`config.mk`:
```
export PLATFORM = sky130hd
export DESIGN_NAME = ddr2_bringup_seq
export DESIGN_NICKNAME = d
export VERILOG_FILES = /design/src/rtl/ddr2_bringup_pkg.sv /design/src/rtl/ddr2_sync2.sv /design/src/rtl/ddr2_bringup_seq.sv
export SDC_FILE = /design/constraint.sdc
export NUM_CORES = 1
export LEC_CHECK = 0
export CORE_AREA = 8 8 64 66
export DETAILED_ROUTE_END_ITERATION = 12
export DIE_AREA = 0 0 72 74
export GPL_TIMING_DRIVEN = 0
export PLACE_DENSITY = 0.71
export SLEW_MARGIN = 5
export SYNTH_ARGS = -nofsm -noshare
export SYNTH_HDL_FRONTEND = slang
export SYNTH_SLANG_ARGS = --single-unit
```
`constraint.sdc`:
```
create_clock -name clk200 -period 1.9 [get_ports clk200]
set_input_delay 0.19 -clock clk200 [delete_from_list [all_inputs] [get_ports clk200]]
set_output_delay 0.19 -clock clk200 [all_outputs]
set_load 0.02 [all_outputs]
```
`src/rtl/ddr2_bringup_pkg.sv`:
```
// Shared state encoding, default timing constants and counter sizing for the DDR2 bring-up sequencer.
package ddr2_bringup_pkg;

  localparam int DEF_RST_HOLD_CYC  = 25;
  localparam int DEF_RDY_TIMEOUT   = 4096;
  localparam int DEF_PHY_RST_DELAY = 16;
  localparam int DEF_MAX_RETRY     = 3;

  typedef enum logic [2:0] {
    WAIT_CLK,
    HOLD_RST,
    WAIT_RDY,
    PHY_RST,
    DONE,
    FAIL
  } state_e;

  // A limit of 1 would give a zero-width counter, so keep at least one bit.
  function automatic int cntWidth(input int limit);
    return (limit > 1) ? $clog2(limit) : 1;
  endfunction

endpackage

```
`src/rtl/ddr2_sync2.sv`:
```
// Two-flop synchroniser bringing an asynchronous level into the clk200 domain; clears to 0 on reset.
module ddr2_sync2 (
  input  logic clk200,
  input  logic rst,
  input  logic i_async,
  output logic o_sync
);

  logic r_meta;
  logic r_sync;

  always_ff @(posedge clk200 or posedge rst) begin
    if (rst) begin
      r_meta <= 1'b0;
      r_sync <= 1'b0;
    end else begin
      r_meta <= i_async;
      r_sync <= r_meta;
    end
  end

  assign o_sync = r_sync;

endmodule

```
`src/rtl/ddr2_bringup_seq.sv`:
```
// DDR2 clocking bring-up: waits for DCM lock, pulses IDELAYCTRL reset, waits for RDY, then releases the PHY.
// Optional retry-on-timeout behaviour is enabled by defining DDR2_BRINGUP_RETRY_EN.
module ddr2_bringup_seq
  import ddr2_bringup_pkg::*;
#(
  parameter int RST_HOLD_CYC  = DEF_RST_HOLD_CYC,
  parameter int RDY_TIMEOUT   = DEF_RDY_TIMEOUT,
  parameter int PHY_RST_DELAY = DEF_PHY_RST_DELAY,
  parameter int MAX_RETRY     = DEF_MAX_RETRY
) (
  input  logic       clk200,
  input  logic       rst,
  input  logic       clk200_ready,
  input  logic       idelay_ctrl_rdy,
  output logic       rst200,
  output logic       phy_rst,
  output logic       init_done,
  output logic       fail,
  output logic [1:0] retry_cnt
);

  localparam int HOLD_W = cntWidth(RST_HOLD_CYC);
  localparam int TMO_W  = cntWidth(RDY_TIMEOUT);
  localparam int PHY_W  = cntWidth(PHY_RST_DELAY);

  localparam logic [HOLD_W-1:0] HOLD_LAST = HOLD_W'(RST_HOLD_CYC - 1);
  localparam logic [TMO_W-1:0]  TMO_LAST  = TMO_W'(RDY_TIMEOUT - 1);
  localparam logic [PHY_W-1:0]  PHY_LAST  = PHY_W'(PHY_RST_DELAY - 1);
  localparam logic [1:0]        RETRY_MAX = 2'(MAX_RETRY);

  logic              w_lockSync;
  logic              w_rdySync;
  state_e            w_nextState;
  logic              w_retryInc;

  state_e            r_state;
  logic [HOLD_W-1:0] r_holdCnt;
  logic [TMO_W-1:0]  r_tmoCnt;
  logic [PHY_W-1:0]  r_phyCnt;
  logic              r_rst200;
  logic              r_phyRst;
  logic              r_initDone;
  logic              r_fail;
  logic [1:0]        r_retryCnt;

  ddr2_sync2 u_lockSync (
    .clk200  (clk200),
    .rst     (rst),
    .i_async (clk200_ready),
    .o_sync  (w_lockSync)
  );

  ddr2_sync2 u_rdySync (
    .clk200  (clk200),
    .rst     (rst),
    .i_async (idelay_ctrl_rdy),
    .o_sync  (w_rdySync)
  );

  // Losing lock outranks every other event; only FAIL ignores it.
  always_comb begin
    w_nextState = r_state;
    w_retryInc  = 1'b0;
    if (r_state != FAIL && !w_lockSync) begin
      w_nextState = WAIT_CLK;
    end else begin
      case (r_state)
        WAIT_CLK: w_nextState = HOLD_RST;
        HOLD_RST: begin
          if (r_holdCnt == HOLD_LAST) w_nextState = WAIT_RDY;
        end
        WAIT_RDY: begin
          if (w_rdySync) begin
            w_nextState = PHY_RST;
          end else if (r_tmoCnt == TMO_LAST) begin
`ifdef DDR2_BRINGUP_RETRY_EN
            if (r_retryCnt < RETRY_MAX) begin
              w_nextState = HOLD_RST;
              w_retryInc  = 1'b1;
            end else begin
              w_nextState = FAIL;
            end
`else
            w_nextState = FAIL;
`endif
          end
        end
        PHY_RST: begin
          if (r_phyCnt == PHY_LAST) w_nextState = DONE;
        end
        DONE: begin
          if (!w_rdySync) begin
`ifdef DDR2_BRINGUP_RETRY_EN
            w_nextState = HOLD_RST;
            w_retryInc  = 1'b1;
`else
            w_nextState = FAIL;
`endif
          end
        end
        FAIL:    w_nextState = FAIL;
        default: w_nextState = WAIT_CLK;
      endcase
    end
  end

  // Outputs decode the next state so they switch on the same edge as the state register.
  always_ff @(posedge clk200 or posedge rst) begin
    if (rst) begin
      r_state    <= WAIT_CLK;
      r_holdCnt  <= '0;
      r_tmoCnt   <= '0;
      r_phyCnt   <= '0;
      r_rst200   <= 1'b1;
      r_phyRst   <= 1'b1;
      r_initDone <= 1'b0;
      r_fail     <= 1'b0;
      r_retryCnt <= 2'd0;
    end else begin
      r_state   <= w_nextState;
      r_holdCnt <= '0;
      r_tmoCnt  <= '0;
      r_phyCnt  <= '0;
      if (w_nextState == r_state) begin
        case (r_state)
          HOLD_RST: r_holdCnt <= r_holdCnt + 1'b1;
          WAIT_RDY: r_tmoCnt  <= r_tmoCnt + 1'b1;
          PHY_RST:  r_phyCnt  <= r_phyCnt + 1'b1;
          default:  ;
        endcase
      end
      r_rst200   <= (w_nextState == WAIT_CLK) || (w_nextState == HOLD_RST) || (w_nextState == FAIL);
      r_phyRst   <= (w_nextState != DONE);
      r_initDone <= (w_nextState == DONE);
      r_fail     <= (w_nextState == FAIL);
      if (w_retryInc && r_retryCnt != RETRY_MAX) r_retryCnt <= r_retryCnt + 2'd1;
    end
  end

  assign rst200    = r_rst200;
  assign phy_rst   = r_phyRst;
  assign init_done = r_initDone;
  assign fail      = r_fail;
  assign retry_cnt = r_retryCnt;

endmodule

```
Word-level counts from Yosys, hierarchy flattened
Index checks and enable logic that the tools add are counted.

cells by class
  add/sub/neg operators = 3
  eq/ne operators = 14
  muxes and demuxes = 13
  reductions and logical operators = 6

operators by type and width
  operator                                                          number
  12-bit 2-to-1 mux                                                 2
  3-bit 2-to-1 mux                                                  6
  3-bit one-hot mux with 6 select lines                             1
  12-bit by 1-bit adder with 12-bit output (second input constant)  1
  12-bit == test (second input constant)                            1
  3-bit == test (second input constant)                             4
  5-bit 2-to-1 mux                                                  2
  4-bit 2-to-1 mux                                                  2
  3-bit by 1-bit == test with 1-bit output (second input constant)  2
  3-bit by 2-bit == test with 1-bit output (second input constant)  2
  3-bit zero test                                                   2
  3-bit != test (second input constant)                             2
  5-bit by 1-bit adder with 5-bit output (second input constant)    1
  5-bit == test (second input constant)                             1
  4-bit by 1-bit adder with 4-bit output (second input constant)    1
  4-bit == test (second input constant)                             1
  3-bit == test                                                     1
  1-bit logical OR                                                  2
  1-bit logical AND                                                 1
  1-bit zero test                                                   1

storage, ports and cells
  flip-flop bits (word level) = 32
  input bits = 4
  word-level logic and storage cells = 48

Logic depth before layout (Yosys ltp)
Gate-level depths: netlist of run 1.

  depth after elaboration = 8
  depth in mapped cells = 6
  gate-level depth less buffers = 6

Modules after synthesis
A second synthesis of run 1 with hierarchy kept.

unflattened totals
  cell total of the unflattened synthesis = 145
  area total of the unflattened synthesis = 1,514.0 µm²

by module, submodules not included
  module            instances  cells each  area each (µm²)  sequential area each (µm²)
  ddr2_bringup_seq  1          139         1,406.3          703.2
  ddr2_sync2        2          3           53.8             50.0

Worst setup path after synthesis of run 1
No wires, ideal clock.

  path kind = reg-to-reg
  from = register r_tmoCnt[0]
  to = register r_state[2]
  setup time = 0.073 ns
  arrival = 1.785 ns
  slack = 0.042 ns
  stages on the path, launching flop included = 6
  buffers on the path = 0
  period minus slack after synthesis = 1.858 ns
  cell sequence = dfrtp_1 -> ha_1 -> nand3_4 -> or4_4 -> or4_4 -> a21oi_2

on the way
  longest elaborated chain between the ends = 5

ends and longest elaborated chain
  item                                   RTL line                 text
  from (decl)                            ddr2_bringup_seq.sv:38   logic [TMO_W-1:0] r_tmoCnt;
  from (signal assigned)                 ddr2_bringup_seq.sv:127  WAIT_RDY: r_tmoCnt <= r_tmoCnt + 1'b1;
  12-bit == test                         ddr2_bringup_seq.sv:75   end else if (r_tmoCnt == TMO_LAST) begin
  3-bit 2-to-1 mux                       ddr2_bringup_seq.sv:75
  3-bit 2-to-1 mux                       ddr2_bringup_seq.sv:73   if (w_rdySync) begin
  3-bit one-hot mux with 6 select lines  ddr2_bringup_seq.sv:67   case (r_state)
  3-bit 2-to-1 mux                       ddr2_bringup_seq.sv:64   if (r_state != FAIL && !w_lockSync) begin
  named net w_nextState[2]               ddr2_bringup_seq.sv:33   state_e w_nextState;
  to (signal assigned)                   ddr2_bringup_seq.sv:120  r_state <= w_nextState;
  to (decl)                              ddr2_bringup_seq.sv:36   state_e r_state;

The timed path passes the listed nets, and every way through them passes these cells.

Worst setup path in the final report of run 1
  from = register r_tmoCnt[0]
  to = register r_fail (netlist: fail)

on the way
  longest elaborated chain between the ends = 6

ends and longest elaborated chain
  item                                   RTL line                 text
  12-bit == test                         ddr2_bringup_seq.sv:75
  3-bit 2-to-1 mux                       ddr2_bringup_seq.sv:75
  3-bit 2-to-1 mux                       ddr2_bringup_seq.sv:73
  3-bit one-hot mux with 6 select lines  ddr2_bringup_seq.sv:67
  3-bit 2-to-1 mux                       ddr2_bringup_seq.sv:64
  3-bit == test                          ddr2_bringup_seq.sv:135  r_fail <= (w_nextState == FAIL);
  to (signal assigned)                   ddr2_bringup_seq.sv:135
  to (decl)                              ddr2_bringup_seq.sv:43   logic r_fail;

Every way passes these cells.

==> results of run 1 <==
==> worst max path at each step <==
stage               cells after the start    endpoint   startpoint  slack (ps)
CTS                                     5        fail  r_tmoCnt[0]           1
detailed placement                      5        fail  r_tmoCnt[0]         -70
global placement                        5        fail  r_tmoCnt[0]         -30
global route                            5  r_state[2]  r_tmoCnt[0]         -20
finish                                  5        fail  r_tmoCnt[0]          50
floorplan                               5  r_state[2]  r_tmoCnt[0]          40
==> power breakdown <==
part	switching [mW]	total, mW	internal [mW]
Combinational	0.0311	0.0519	0.0209
Clock	0.211	0.393	0.182
Sequential	0.00673	0.695	0.689
Total	0.249	1.14	0.892
==> layer usage <==
metal  vias up  share of wire, %  global-route usage (%)
met5         -                 0                       0
met4         0               1.5                    4.76
met3         5               5.5                    5.80
met2        26                47                    17.6
met1       522                46                    12.9
li1        535                 -                       -
==> sequential cells by signal, indices dropped and copies added (netlist names) <==
signal             cells
r_tmoCnt              12
r_phyCnt               4
r_state                3
u_rdySync.r_meta       1
fail                   1
u_rdySync.o_sync       1
u_lockSync.o_sync      1
u_lockSync.r_meta      1
r_holdCnt              5
phy_rst                1
init_done              1
rst200                 1
==> area by class of cell <==
class                      count  area [um^2]
buffer                         4         33.8
clock buffer                   8         58.8
fill                         268         1390
inverter                      11         41.3
multi-input combinational    100          668
sequential                    32          803
tap                           46         57.6
timing repair buffer          15          130
==> cells in the mapped netlist (all sizes together), types with 2 or more instances <==
cell type	number	area share (%)
a21oi	6	2.2
xor2	4	2.3
nand4	3	1.2
nand2b	6	3.0
inv	11	2.7
o21ai	2	0.66
ha	4	3.3
clkbuf	2	1.1
nor2	25	6.2
nand3	11	4.8
or4	4	2.5
nor3	5	1.6
buf	3	1.3
dfrtp	30	49
xnor2	10	5.7
dfstp	2	3.4
nand2	4	0.98
==> worst max-delay path, cell delays in order (launching register included) <==
cell	delay, ps
dfrtp_1	410
ha_4	170
nand3_4	90
or4_4	540
or4_4	450
a21oi_2	140
==> cell families after synthesis <==
group	after synthesis
multiplexers	1
flip-flops	32
AO/OA/AOI/OAI	13
adder cells (fa/ha/maj)	4
other	1
buffers and inverters	16
XOR/XNOR	14
AND/OR/NAND/NOR	66
==> timing repair <==
| item | 4_1_cts | 5_1_grt |
|---|---|---|
| endpoints found under the setup margin | 10 | 10 |
| gates resized for setup | 3 | 2 |
| pin swaps | 1 | 1 |
| setup buffers | 2 | 6 |
==> impl_metrics.tcl, run 1 <==
set metrics [dict create \
    pwr_density_cell_mw_per_mm2 636 \
    grt_max_degree 33 \
    drt-total-wl_mm 2.60 \
    portBuffers 7 \
    peakVddDrop_v 0.000390 \
    period_share_pct 97.6 \
    cts_sinks 32 \
    dp_cells 201 \
    place_area_mm2 0.00166 \
    dieArea_mm2 0.00533 \
    routedWlPerCell_um 12.0 \
    antenna_left 0 \
    syn_to_final_growth_pct 17.7 \
    yosysSeqAreaShare_pct 52.7 \
    synth_simple_gate_area_share_pct 24.3 \
    cts_tree "done" \
    postSynthAreaPerCell_um2 10.4 \
    final_cell_count_no_fill 216 \
    ioPinCount 10 \
    run_status "finished clean" \
    grt_pass1_vias 1062 \
    synth_top_family_by_area "simple AND/OR/NAND/NOR gates" \
    h-tree-depth 2 \
    reg2reg_from "r_tmoCnt[0]" \
    tightest_slew_ps 1090 \
    finalSetupViolations 0 \
    synth-edff-count 0 \
    layout-drive-gt1-share_pct 19.4 \
    nets 177 \
    timing.hold.ws_ps 300 \
    rsz0062_at_grt "yes" \
    r2r-end "fail" \
    clock_latency_ps 330 \
    ys_async_sr_fraction_pct 100 \
    muxShareOfSynthArea_pct 0.657 \
    arrival_ps 2110 \
    die_w_um 72 \
    setup_slack_ps 45.1 \
    route.detailed.drc 0 \
    setup-tns-final_ps 0 \
    yosys_most_used_dff "dfrtp_1" \
    diodes 0 \
    fin_util_pct 56.4 \
    grt_use_total_pct 11.3 \
    worst-path-max-fanout 5 \
    finClkSkew_ps 10.3 \
    crit_required_ps 2150 \
    num_vias 1088 \
    endpoint_kind "register" \
    cts.clk_slew.worst_paths_ps 100 \
    post-route-min-period_ps 1850 \
    hold_violations 0 \
    gr-total-overflow 0 \
    via_per_inst 5.04 \
    path_class "reg -> reg" \
    synthAdderAreaFrac_pct 3.28 \
    antenna_found_initial 0 \
    critPathLaunchType "register" \
    place_ws_ps -74.9 \
    synth_compound_area_share_pct 5.58 \
    max_freq_mhz 539 \
    grt_pass1_wl_mm 4.62 \
    design_area_mm2 0.00179 \
    fp.dieH_um 74 \
    yosys_warnings 0 \
    dp_hpwl_mm 1.76 \
    syn_inst 147 \
    final_common_cell "dfrtp_1" \
    cts_buffers 5 \
    clock_path_buffers 2 \
    core_mm2 0.00318 \
    start_util_pct 47.9 \
    r2r_slack_ps 50 \
    synth-xor-area-share_pct 8.05 \
    finalPower_mw 1.14 \
    cts-root-buf "clkbuf_4" \
    holdBufCountCts 0 \
    r2r_cells 5 \
    syn_area_mm2 0.00152 \
    dr.pass1.iters 4 \
    place_congestion 0.807 \
    drv_slew 0 \
    final_cell_mix "30 x dfrtp_1, 25 x nor2_1, 10 x inv_1, 10 x xnor2_1, 10 x buf_4" \
    relSlewSlack_pct 27.2 \
    rows 21 \
    ys_types 39 \
    leakage_nw 0.715 \
    ys_seq_elements 32 \
    drv_cap 0 \
    holdCritPathClass "in -> async" \
    drtIter0Drc 94 \
]
Power figures use the tool's default switching activity.
==> run 2, diff against run 1 <==
--- a/config.mk
+++ b/config.mk
@@ -6,6 +6,7 @@
 export NUM_CORES = 1
 export LEC_CHECK = 0
 export CORE_AREA = 8 8 64 66
+export CTS_CLUSTER_SIZE = 30
 export DETAILED_ROUTE_END_ITERATION = 12
 export DIE_AREA = 0 0 72 74
 export GPL_TIMING_DRIVEN = 0
==> results of run 2 <==
Same layout as run 1: the final DEF is identical, and so are final timing and power.
